**config.mk**
```make
export PLATFORM = sky130hd
export DESIGN_NAME = sec_timebase
export DESIGN_NICKNAME = d
export VERILOG_FILES = /design/src/rtl/sec_timebase.sv
export SDC_FILE = /design/constraint.sdc
export NUM_CORES = 1
export LEC_CHECK = 0
export ABC_AREA = 0
export CAP_MARGIN = 20
export CORE_MARGIN = 1.5
export CORE_UTILIZATION = 53
export CTS_BUF_LIST = sky130_fd_sc_hd__clkbuf_8
export CTS_CLUSTER_DIAMETER = 50
export DETAILED_ROUTE_END_ITERATION = 10
export DONT_BUFFER_PORTS = 1
export PLACE_DENSITY_LB_ADDON = 0.1
export SETUP_SLACK_MARGIN = 0.05
export SLEW_MARGIN = 20
export SYNTH_ARGS = -nofsm -noshare
export SYNTH_HDL_FRONTEND = slang
export SYNTH_SLANG_ARGS = --single-unit
export TNS_END_PERCENT = 50
```
**constraint.sdc**
```tcl
create_clock -name clk -period 6.4 [get_ports clk]
set_clock_uncertainty 0.2 [all_clocks]
set_input_delay 0.32 -clock clk [delete_from_list [all_inputs] [get_ports clk]]
set_output_delay 0.32 -clock clk [all_outputs]
set_load 0.02 [all_outputs]
```
**src/rtl/sec_timebase.sv**
```systemverilog
// sec_timebase: 1 Hz time-of-day source with prescaler, h/m/s fields and load port.
// Ports: clk, rst (sync, active-high), run, set_en/set_hour/set_min/set_sec in;
//        sec_clk, sec_tick, cur_sec, hour, min, sec, day_wrap, set_err out (all registered).
module sec_timebase #(
  parameter int CLK_HZ = 100_000_000
) (
  input  logic        clk,
  input  logic        rst,
  input  logic        run,
  input  logic        set_en,
  input  logic [4:0]  set_hour,
  input  logic [5:0]  set_min,
  input  logic [5:0]  set_sec,
  output logic        sec_clk,
  output logic        sec_tick,
  output logic [16:0] cur_sec,
  output logic [4:0]  hour,
  output logic [5:0]  min,
  output logic [5:0]  sec,
  output logic        day_wrap,
  output logic        set_err
);

  localparam int PW = $clog2(CLK_HZ);
  localparam logic [PW-1:0] PRE_MAX  = PW'(CLK_HZ - 1);
  localparam logic [PW-1:0] PRE_HALF = PW'(CLK_HZ / 2);

  logic [PW-1:0] pre;
  logic [PW-1:0] pre_nx;

  logic          set_ok;
  logic          load;
  logic          pre_wrap;
  logic          advance;
  logic          last_of_day;
  logic [16:0]   set_sum;

  logic [5:0]    sec_nx;
  logic [5:0]    min_nx;
  logic [4:0]    hour_nx;
  logic [16:0]   cur_nx;

  // Load validation and seconds-of-day sum at full 17-bit width.
  always_comb begin
    set_ok  = (set_hour <= 5'd23)
            && (set_min <= 6'd59)
            && (set_sec <= 6'd59);
    set_sum = ({12'd0, set_hour} * 17'd3600)
            + ({11'd0, set_min} * 17'd60)
            + {11'd0, set_sec};
  end

  // A valid load overrides a coincident prescaler wrap;
  // a rejected load does not.
  always_comb begin
    load     = set_en && set_ok;
    pre_wrap = run && (pre == PRE_MAX);
    advance  = pre_wrap && !load;
  end

  always_comb begin
    pre_nx = pre;
    if (load)
      pre_nx = '0;
    else if (run)
      pre_nx = pre_wrap ? '0 : pre + PW'(1);
  end

  // Carry chain for a one-second advance.
  always_comb begin
    sec_nx      = sec;
    min_nx      = min;
    hour_nx     = hour;
    last_of_day = 1'b0;
    if (sec != 6'd59) begin
      sec_nx = sec + 6'd1;
    end else begin
      sec_nx = 6'd0;
      if (min != 6'd59) begin
        min_nx = min + 6'd1;
      end else begin
        min_nx = 6'd0;
        if (hour != 5'd23) begin
          hour_nx = hour + 5'd1;
        end else begin
          hour_nx     = 5'd0;
          last_of_day = 1'b1;
        end
      end
    end
  end

  always_comb begin
    if (cur_sec == 17'd86399)
      cur_nx = 17'd0;
    else
      cur_nx = cur_sec + 17'd1;
  end

  always_ff @(posedge clk) begin
    if (rst) begin
      pre      <= '0;
      sec_clk  <= 1'b0;
      sec_tick <= 1'b0;
      day_wrap <= 1'b0;
      set_err  <= 1'b0;
      cur_sec  <= '0;
      hour     <= '0;
      min      <= '0;
      sec      <= '0;
    end else begin
      pre      <= pre_nx;
      // Registered from the next prescaler value so it
      // tracks pre >= CLK_HZ/2 in the same cycle.
      sec_clk  <= (pre_nx >= PRE_HALF);
      sec_tick <= advance;
      day_wrap <= advance && last_of_day;
      set_err  <= set_en && !set_ok;
      if (load) begin
        hour    <= set_hour;
        min     <= set_min;
        sec     <= set_sec;
        cur_sec <= set_sum;
      end else if (advance) begin
        hour    <= hour_nx;
        min     <= min_nx;
        sec     <= sec_nx;
        cur_sec <= cur_nx;
      end
    end
  end

endmodule

```
==> impl_results.md, run 1 <==
* Worst hold start: set_hour[0]
* DR DRC count at 0
* Most frequent CP cell: ha_1
* Startpoint types: primary input
* Final core occ at 0.6007
* Period utilization at 0.7046
* Final hold vios at 0
* Final Max Slew Viols at 0
* Post-route cell area at ~5600 um^2
* Core footprint at 9328 um^2
* Largest net degree at the start of global routing at 38
* Final setup vio count at 0
* Chip height at approximately 100 um
* Fmax at around 220 MHz
* FP Rows at 35
* Vias per inst at 5.864
* CTS clock-pin slew for the worst setup and hold paths at ~80 ps
* Measured slew at the worst slew-check pin at 885.9 ps
* CTS root buf: clkbuf_8
* First-iteration detailed-routing DRC count at approximately 300
* Vias in the first global route at 4,180
* Max-cap viol count at 0
* Htree depth at 3
* Synth Cell Area at between 5000 and 6000 um^2
* Reg2reg setup slack at roughly 3000 ps
* Most frequent cells after synthesis: nor2_1, dfxtp_1, nand2_1, ha_1, inv_1
* Top Ports at 59
* Synth area leaders: dfxtp_1, ha_1, fa_1, nor2_1, nand2_1
* CP Class: primary input to register
* Post-synth ARST share at 0
* Initial antenna violation count at 0
* Syn nets at around 730
* Post-DR wirelength/cell at around 16 um
* CP bufs+invs at 2
* Flops & latches, synth at 65
* Unrepaired setup endpoints after global routing: no
* Hold path cells at 2
* CTS buffer count at 9
* CTS tree: yes
* CP top delay family: adder cells
* First-pass GRT wire length at just over 20 mm
* Nets at 740
* PortBufs at 0
* # diodes at 0
* Overall routing resource usage at 0.2509
* Power per Cell Area at roughly 270 nW/um^2
* Met2 wire length at 6.102 mm
* Setup Total Neg Slack at 0 ps
* Primary FF master, synth: dfxtp_1
* DRT Pass-1 Iters at 4
* CP Max Fanout at 5
* Syn Inst Count at roughly 640
* Slowest CP cell: fa_1
* Overall Power at ~1500 uW
* Post-synthesis sequential area ratio at 0.2535
* Post-synth EDFFs at 0
* Wire length on met1 at around 5.6 mm
* Setup crit end kind: register
* Slew Limit Headroom at 0.4079
* Reg2Reg Launch Point: pre[0]
* Die X-Extent at 101.4 um
* Placed cell area at 5233 um^2
* DP HPWL at just over 9 mm
* VDD IR max at ~150 uV
* Post-synth cell types at slightly below 60
* Post-DRT Antenna Nets at 0
* Run status: completed
* Share of the synthesized area in the top cell type at 0.2535
* Final Critical Period at around 4500 ps
* Final RePlAce weighted congestion at around 0.83
* Total number of vias at ~4.6k
* Worst-skew pair later-pin latency at about 350 ps
* Syn Area/Cell at slightly above 8 um^2
* Post-CTS Setup Bufs at 0
* Most common cell in the netlist: nor2_1
* Final WL at 12.61 mm
* Critical R2R Capture: sec_clk
* Sink Count at between 60 and 70
* Final hold slack at between 20 and 25 ps
* Max Root-Sink Buffers at 2
* Worst EP required at between 6000 and 7000 ps
* YS warnings at 0
* Synth area leader: dfxtp_1
* GRT Residual Overflow at 0
* CP Cell Sequence: inv_1 > fa_1 > fa_1 > inv_1 > ha_1 > a21oi_1 > o21bai_1 > a21oi_1 > xnor2_1 > ha_1 > ha_1 > nor3_1 > nor2_1 > a31oi_1 > o21bai_1 > and4_1 > or3_1 > a31oi_1
* CP Data Arrival Time at 4580 ps
* Starting Density at 0.5504
* R2R depth at 8
* Die Area at 10,290 um^2
* Worst Hold End: hour[0]
* Metal3 WL at just under 700 um
* Hold Path Class: primary input to register
* Layout area overhead at 9.140%
* Layout cell share with drive strength beyond 1 at 0.04468
* Worst path max stage delay at ~510 ps
* Highest Signal Layer: met4
* Leak pwr at about 0.0023 uW
[cells by family after synthesis]
group	count (synthesis)	synth area share
simple gates	245	0.2354
mux	2	0.004143
xor+xnor	49	0.08360
compound gates	137	0.1701
flops	65	0.2535
buf+inv	64	0.04850
fa+ha+maj	75	0.2047
[worst max path at each step]
stage,to,depth (start not counted),start,slack [ps]
6_report,cur_sec[16],18,set_min[3],1890
5_1_grt,cur_sec[16],18,set_min[3],1650
4_1_cts,cur_sec[16],19,set_min[3],1930
3_5_place_dp,cur_sec[16],19,set_min[3],1580
3_3_place_gp,cur_sec[16],19,set_min[3],1690
2_1_floorplan,cur_sec[16],19,set_min[3],1860
[state kept, by name, summed over array words and instances (netlist names)]
| signal | flops |
|---|---|
| set_err | 1 |
| sec_clk | 1 |
| hour | 5 |
| min | 6 |
| pre | 27 |
| cur_sec | 17 |
| sec | 6 |
| sec_tick | 1 |
| day_wrap | 1 |
[layout by cell type, fill, tap and decap left out, types with 14 or more instances in the layout]
master     n
a211oi_1  15
a21oi_1   31
and3_1    14
dfxtp_1   65
fa_1      15
ha_1      60
inv_1     44
nand2_1   63
nand3_1   15
nor2_1    73
nor3_1    19
o21ai_0   34
xnor2_1   27
xor2_1    22
[per-layer routing]
metal,up-vias,GRT usage
met1,2177,0.3184
li1,2263,-
met3,14,0.05245
met5,-,0
met2,108,0.4326
met4,0,0.06944
[report_power, final]
part           total [uW]  internal [uW]  switching, uW
Sequential            508            432           76.6
Clock                 396            219            177
Combinational         595            267            328
Total                1500            918            581
[cell type report]
class	instances	area [um^2]
clock buffer	9	123.9
sequential	65	1301
inverter	43	161.4
timing repair buffer	17	172.7
fill	837	3725
multi-input combinational	508	3586
tap	129	161.4
clock inverter	7	96.34
[per-stage QoR]
stage	std cells	setup WS (ps)
after floorplan	637	1860
after global placement	748	1692
after detailed placement	748	1583
after CTS	778	1928
after global routing	778	1654
final	778	1891
[worst register-to-register path, cell delays in order (launching register included)]
cell and delay [ps]:
dfxtp_1 370, ha_1 200, nand3_1 170, or3_1 470, or4_4 680, nand2_1 700, nor2_1 200, a21oi_1 200
o21ai_0 120
[timing repair]
item                      in CTS  in global routing
gates resized for setup        0                  0
hold endpoints to repair      40                  0
hold buffers                  14                  0
Power figures use the tool's default switching activity.
==> run 2, diff against run 1 <==
--- a/config.mk
+++ b/config.mk
@@ -5,7 +5,7 @@
 export SDC_FILE = /design/constraint.sdc
 export NUM_CORES = 1
 export LEC_CHECK = 0
-export ABC_AREA = 0
+export ABC_AREA = 1
 export CAP_MARGIN = 20
 export CORE_MARGIN = 1.5
 export CORE_UTILIZATION = 53
==> constraint.sdc (replaced) <==
create_clock -name clk -period 4.2 [get_ports clk]
set_clock_uncertainty 0.2 [all_clocks]
set_input_delay 0.21 -clock clk [delete_from_list [all_inputs] [get_ports clk]]
set_output_delay 0.21 -clock clk [all_outputs]
set_load 0.02 [all_outputs]
==> run 2 against run 1 <==
Compared with the run above: largest cell class unchanged; utilization rose by 0.55 points; sequential cell count did not move; wire length up 20%; combinational power grew 75%; final area up 12%; critical path depth up 2; synthesized cell count is 31% higher; first-iteration DRC count increased by 6.9%; critical endpoint is now cur_sec[14]; non-clock buffer count increased by 13.
==> impl_results.md, run 2 <==
* Synth Cell Area at 5707 um^2 (was 5134 um^2)
* Sink Count at 65 (unchanged)
* Most flops, register: pre (unchanged)
* Hold Path Class: primary input to register (unchanged)
* CTS clock-pin slew for the worst setup and hold paths at 80 ps (about the same)
* Syn Area/Cell at 6.859 um^2 (was 8.059 um^2)
* Post-synth EDFFs at 0 (unchanged)
* Power per Cell Area at 363.0 nW/um^2 (was 267.6 nW/um^2)
* # diodes at 0 (unchanged)
* Nets at 954 (was 740)
* DP HPWL at 11.29 mm (was 9.261 mm)
* Reg2Reg Launch Point: pre[0] (unchanged)
* Chip height at 106.8 um (was 101.4 um)
* Period utilization at 0.9363
* Worst path max stage delay at 510 ps (about the same)
* Most common cell in the netlist: nand2_1 (was nor2_1)
* Setup crit end kind: register (unchanged)
* Post-synthesis sequential area ratio at 0.2280 (was 0.2535)
* Fmax at about 250 MHz
* CTS tree: yes (unchanged)
* CP Cell Sequence: clkinvlp_4 > fa_1 > fa_1 > inv_1 > ha_4 > a21oi_1 > nand2_1 > a21oi_1 > o21ai_1 > a21o_1 > a21oi_1 > xnor2_1 > ha_1 > ha_4 > a21oi_1 > o21ai_0 > a21o_1 > or2_2 > nand2_1 > a21oi_1 (was inv_1 > fa_1 > fa_1 > inv_1 > ha_1 > a21oi_1 > o21bai_1 > a21oi_1 > xnor2_1 > ha_1 > ha_1 > nor3_1 > nor2_1 > a31oi_1 > o21bai_1 > and4_1 > or3_1 > a31oi_1)
* Die X-Extent at 106.8 um (was 101.4 um)
* Most frequent cells after synthesis: nand2_1, inv_1, nor2_1, nand3_1, dfxtp_1 (was nor2_1, dfxtp_1, nand2_1, ha_1, inv_1)
* Post-DRT Antenna Nets at 0 (unchanged)
* VDD IR max at 190.4 uV (was 154.3 uV)
* First-pass GRT wire length at 24.64 mm (was 20.30 mm)
* Layout area overhead at 10.15% (was 9.140%)
* CTS root buf: clkbuf_8 (unchanged)
* Largest net degree at the start of global routing at 31 (was 38)
* Slew Limit Headroom at 0.3005 (was 0.4079)
* Max-cap viol count at 0 (unchanged)
* Final Max Slew Viols at 0 (unchanged)
* Synth area leaders: dfxtp_1, ha_1, nand2_1, inv_1, nand3_1 (was dfxtp_1, ha_1, fa_1, nor2_1, nand2_1)
* Leading cell types in the layout, fill and taps excluded: nand2_1, inv_1, nor2_1 (was nor2_1, dfxtp_1, nand2_1)
* Worst-skew pair later-pin latency at 370 ps (was 350 ps)
* Syn nets at 928 (was 733)
* Reg2reg setup slack at 1300 ps (was 2980 ps)
* Worst Hold End: set_err (was hour[0])
* Syn Inst Count at 832 (was 637)
* Worst EP required at 4260 ps (was 6470 ps)
* Flops & latches, synth at 65 (unchanged)
* CP Class: primary input to register (unchanged)
* Initial antenna violation count at 0 (unchanged)
* Worst hold start: set_sec[4] (was set_hour[0])
* FP Rows at 37 (was 35)
* Post-DR wirelength/cell at 15.10 um (was 16.21 um)
* Run status: completed (unchanged)
* Htree depth at 3 (unchanged)
* DRT Pass-1 Iters at 5 (was 4)
* CP Data Arrival Time at 4000 ps (was 4580 ps)
* Top Ports at 59 (unchanged)
* Most frequent CP cell: a21oi_1 (was ha_1)
* Die Area at 11,400 um^2 (was 10,290 um^2)
* Leak pwr at 0.002812 uW (was 0.002281 uW)
* Measured slew at the worst slew-check pin at 1046 ps (was 885.9 ps)
* YS warnings at 0 (unchanged)
* Post-synth ARST share at 0 (unchanged)
* Slowest CP cell: fa_1 (unchanged)
* Max Root-Sink Buffers at 2 (unchanged)
* CP Max Fanout at 4 (was 5)
* Share of the synthesized area in the top cell type at 0.2280 (was 0.2535)
* Overall routing resource usage at 0.2749 (was 0.2509)
* Vias in the first global route at 5,266 (was 4,180)
* Final Critical Period at between 3000 and 4000 ps
* Final-layout fill cell count at 1,010 (was 837)
* R2R depth at 14 (was 8)
* First-iteration detailed-routing DRC count at 324 (was 303)
* Primary FF master, synth: dfxtp_1 (unchanged)
* Final hold slack at 23.80 ps (was 21.78 ps)
* Final Non-Filler Cells at 998 (was 778)
* Final setup vio count at 0 (unchanged)
* CP top delay family: adder cells (unchanged)
* Final RePlAce weighted congestion at 0.8981 (was 0.8306)
* DR DRC count at 0 (unchanged)
* Vias per inst at 5.476 (was 5.864)
* Hold path cells at 4 (was 2)
* Starting Density at 0.5503 (was 0.5504)
* Post-synth cell types at 46 (was 58)
* Largest registers: pre: 27 flops, cur_sec: 17 flops (unchanged)
* Total number of vias at 5,465 (was 4,562)
* DP Cell Count at 965 (was 748)
* Final hold vios at 0 (unchanged)
* PortBufs at 0 (unchanged)
* Core footprint at 10,370 um^2 (was 9328 um^2)
* GRT Residual Overflow at 0 (unchanged)
* Critical R2R Capture: sec_clk (unchanged)
* Commonest non-fill, non-tap cell in the layout: nand2_1 (was nor2_1)
* Number of flip-flops in the largest register at 27 (unchanged)
* Final WL at 15.07 mm (was 12.61 mm)
* CP bufs+invs at 2 (unchanged)
* Layout cell share with drive strength beyond 1 at 0.09165 (was 0.04468)
* CTS buffer count at 9 (unchanged)
* Startpoint types: primary input (unchanged)
* Synth area leader: dfxtp_1 (unchanged)
[run 2: final cells by class]
cell class | count | area, um^2 | area share
well taps | 136 | 170.2 | 0.02707
clock inverters | 5 | 25.02 | 0.003981
repair buffers | 30 | 270.3 | 0.04299
clock buffers | 10 | 137.6 | 0.02189
multi-input cells | 625 | 3895 | 0.6196
flip-flops and latches | 65 | 1301 | 0.2070
inverters | 127 | 486.7 | 0.07743
[run 2: what timing repair did]
action                     CTS  global route
resized for setup            0             6
hold buffers                18             0
hold endpoints to repair    37             0
setup endpoints to repair    0             5
setup buffers                0             0
[run 2: report_power, final]
group	switching (uW)	internal, uW
clock network	269	221
registers	99.6	653
logic	580	459
total	949	1330
[run 2: routing by layer]
layer  routed length (um)  vias to the layer above  part of all wire  track usage
li1                     -                     2764                 -            -
met1                 6281                     2552              0.42       0.3068
met2                 7750                      123              0.51       0.5064
met3                  684                       26             0.045      0.06018
met4                  355                        0             0.024       0.1048
met5                    0                        -                 0            0
[run 2: how the worst max path moves through the flow]
stage,startpoint,end,slack [ps],cells after the start
global placement,set_min[2],cur_sec[14],-10,20
detailed placement,set_min[2],cur_sec[14],-100,20
CTS,set_min[2],cur_sec[15],270,23
finish,set_min[2],cur_sec[14],270,20
floorplan,set_min[3],cur_sec[14],110,20
global route,set_min[2],cur_sec[10],-3,22
[run 2: kinds of logic (layout without fill, tap and decap cells)]
| family | count (synthesis) | in the layout | share of synthesized area |
|---|---|---|---|
| AOI/OAI and AO/OA | 129 | 129 | 0.1256 |
| buffers and inverters | 142 | 172 | 0.09866 |
| and+or+nand+nor | 394 | 394 | 0.3221 |
| DFF | 65 | 65 | 0.2280 |
| xor gates and xnor gates | 27 | 27 | 0.04144 |
| adders and majority gates | 75 | 75 | 0.1842 |
[run 2: stage by stage]
step / util / worst slack, ps / area (um^2) / power, uW / TNS, ps
2_1_floorplan: - / 112.3 / 5736 / 1488 / 0
3_3_place_gp: 0.5701 / -13.87 / 5912 / 1711 / -13.87
3_5_place_dp: 0.5701 / -95.13 / 5912 / 1730 / -247.5
4_1_cts: 0.6032 / 268.0 / 6255 / 2240 / 0
5_1_grt: 0.6062 / -2.641 / 6286 / 2467 / -2.641
6_report: 0.6062 / 267.5 / 6286 / 2282 / 0
[run 2: worst reg2reg max path, delay by kind of cell (launching register included)]
family,cells,cell delay [ps]
adders and majority gates,1,200
AOI/OAI and AO/OA,2,130
buffers and inverters,1,130
and+or+nand+nor,10,1710
DFF,1,380
==> run 3, diff against run 2 <==
--- a/config.mk
+++ b/config.mk
@@ -19,4 +19,4 @@
 export SYNTH_ARGS = -nofsm -noshare
 export SYNTH_HDL_FRONTEND = slang
 export SYNTH_SLANG_ARGS = --single-unit
-export TNS_END_PERCENT = 50
+export TNS_END_PERCENT = 10
==> constraint.sdc (replaced) <==
create_clock -name clk -period 4.33 [get_ports clk]
set_clock_uncertainty 0.2 [all_clocks]
set_input_delay 0.2165 -clock clk [delete_from_list [all_inputs] [get_ports clk]]
set_output_delay 0.2165 -clock clk [all_outputs]
set_load 0.02 [all_outputs]
==> run 3 against run 2 <==
Compared with the run above: critical path type unchanged; first-iteration DRC count rose by 19%; via count rose by 0.40%; total power is 0.92% higher.
==> impl_results.md, run 3 (synthesized netlist as in run 2, its figures left out) <==
* Run status: completed (unchanged)
* Die Area at 11,400 um^2 (unchanged)
* R2R depth at 14 (unchanged)
* Setup WS pre-CTS at -88.90 ps (was -95.13 ps)
* Initial antenna violation count at 0 (unchanged)
* Layout cell share with drive strength beyond 1 at 0.09070 (was 0.09165)
* Hold path cells at 4 (unchanged)
* Max Root-Sink Buffers at 2 (unchanged)
* First-iteration detailed-routing DRC count at 385 (was 324)
* DRT Pass-1 Iters at 5 (unchanged)
* Top Ports at 59 (unchanged)
* Post-CTS Setup Bufs at 0 (unchanged)
* DP Cell Count at 963 (was 965)
* Vias per inst at 5.509 (was 5.476)
* Final hold vios at 0 (unchanged)
* First-pass GRT wire length at 24.76 mm (was 24.64 mm)
* Nets at 951 (was 954)
* Final WL at 15.13 mm (was 15.07 mm)
* Unrepaired setup endpoints after global routing: no
* PortBufs at 0 (unchanged)
* Layout area overhead at 10.41% (was 10.15%)
* Final setup vio count at 0 (unchanged)
* CP Data Arrival Time at 4070 ps (was 4000 ps)
* GR Util met2 at 0.4913 (was 0.5064)
* CTS buffer count at 9 (unchanged)
* CTS clock-pin slew for the worst setup and hold paths at 80 ps (about the same)
* Max-cap viol count at 0 (unchanged)
* Setup Total Neg Slack at 0 ps (unchanged)
* CTS root buf: clkbuf_8 (unchanged)
* DR DRC count at 0 (unchanged)
* Final Non-Filler Cells at 996 (was 998)
* Fmax at between 200 and 250 MHz
* Busiest layer in global routing: met2 (unchanged)
* Vias in the first global route at 5,292 (was 5,266)
* Measured slew at the worst slew-check pin at 1061 ps (was 1046 ps)
* Htree depth at 3 (unchanged)
* FP Rows at 37 (unchanged)
* Leading cell types in the layout, fill and taps excluded: nand2_1, inv_1, nor2_1 (unchanged)
* Total number of vias at 5,487 (was 5,465)
* Overall routing resource usage at 0.2748 (was 0.2749)
* Period utilization at 0.9324
* Number of flip-flops in the largest register at 27 (unchanged)
* Core footprint at 10,370 um^2 (unchanged)
* GRT Residual Overflow at 0 (unchanged)
* Post-DR wirelength/cell at 15.19 um (was 15.10 um)
* Final Max Slew Viols at 0 (unchanged)
* Slew Limit Headroom at 0.2900 (was 0.3005)
* Worst-skew pair later-pin latency at 360 ps (was 370 ps)
* Largest net degree at the start of global routing at 31 (unchanged)
* Worst EP required at 4370 ps (was 4260 ps)
* Largest registers: pre: 27 flops, cur_sec: 17 flops (unchanged)
* Chip height at 106.8 um (unchanged)
* Post-DRT Antenna Nets at 0 (unchanged)
* # diodes at 0 (unchanged)
* Final-layout fill cell count at 1,007 (was 1,010)
* Sink Count at 65 (unchanged)
* Met1 Use GR at 0.3193 (was 0.3068)
* CTS tree: yes (unchanged)
* VDD IR max at 234.4 uV (was 190.4 uV)
* Die X-Extent at 106.8 um (unchanged)
* Most flops, register: pre (unchanged)
* CP Max Fanout at 4 (unchanged)
* Final Critical Period at ~4000 ps
* Setup crit end kind: register (unchanged)
* Starting Density at 0.5503 (unchanged)
* Final RePlAce weighted congestion at 0.8825 (was 0.8981)
* CP Class: primary input to register (unchanged)
* Startpoint types: primary input (unchanged)
* Setup ws final at 292.6 ps (was 267.5 ps)
* Commonest non-fill, non-tap cell in the layout: nand2_1 (unchanged)
* DP HPWL at 11.50 mm (was 11.29 mm)
* Hold Path Class: primary input to register (unchanged)
* Leak pwr at 0.002824 uW (was 0.002812 uW)
* Met3 usage at 0.04681 (was 0.06018)
* Power per Cell Area at 365.5 nW/um^2 (was 363.0 nW/um^2)
## run 3: critical path, cell delays in order
cell and delay [ps]:
inv_1 30, fa_1 490, fa_1 520, inv_1 40, ha_1 310, a21oi_1 150
nand2_1 90, a21oi_1 130, o21ai_0 140, a21o_1 200, a21oi_1 160, xnor2_1 150
ha_1 250, ha_1 330, a21oi_1 160, o21ai_0 100, a21o_1 190, or2_2 270
nand2_1 70, a21oi_1 60
## run 3: final cells by class
type,count,area (um^2),share of cell area
inverter,127,483.0,0.07665
tap,136,170.2,0.02701
clock buffer,10,137.6,0.02184
timing repair buffer,27,245.2,0.03892
multi-input combinational,625,3875,0.6150
clock inverter,6,88.84,0.01410
sequential,65,1301,0.2065
## run 3: final timing paths
kind	slack [ps]	from	to
max reg2reg	1500	pre[0]	sec_clk
min	40	set_sec[5]	sec[5]
max	290	set_min[1]	cur_sec[14]
min reg2reg	320	pre[1]	pre[1]
## run 3: what timing repair did
action	in CTS	in global routing
gates resized for setup	0	5
hold buffers	17	0
endpoints found under the setup margin	0	1
endpoints found under the hold margin	36	0
## run 3: power by group
part | internal [uW] | switching, uW | total, uW
Clock | 341 | 279 | 620
Sequential | 633 | 96.9 | 730
Combinational | 408 | 545 | 953
## run 3: layer usage
layer	vias to the layer above	wire length, um
li1	2768	-
met3	30	688
met5	-	0
met4	0	398
met1	2541	6511
met2	148	7529
## run 3: metrics by stage
stage / power [uW] / util / instance area [um^2] / hold WS, ps
after floorplan: 1426 / - / 5710 / 94.55
after global placement: 1629 / 0.5662 / 5872 / 84.68
after detailed placement: 1643 / 0.5662 / 5872 / 85.87
after CTS: 2286 / 0.6045 / 6269 / 21.17
after global routing: 2487 / 0.6076 / 6301 / 35.69
final: 2303 / 0.6076 / 6301 / 36.34
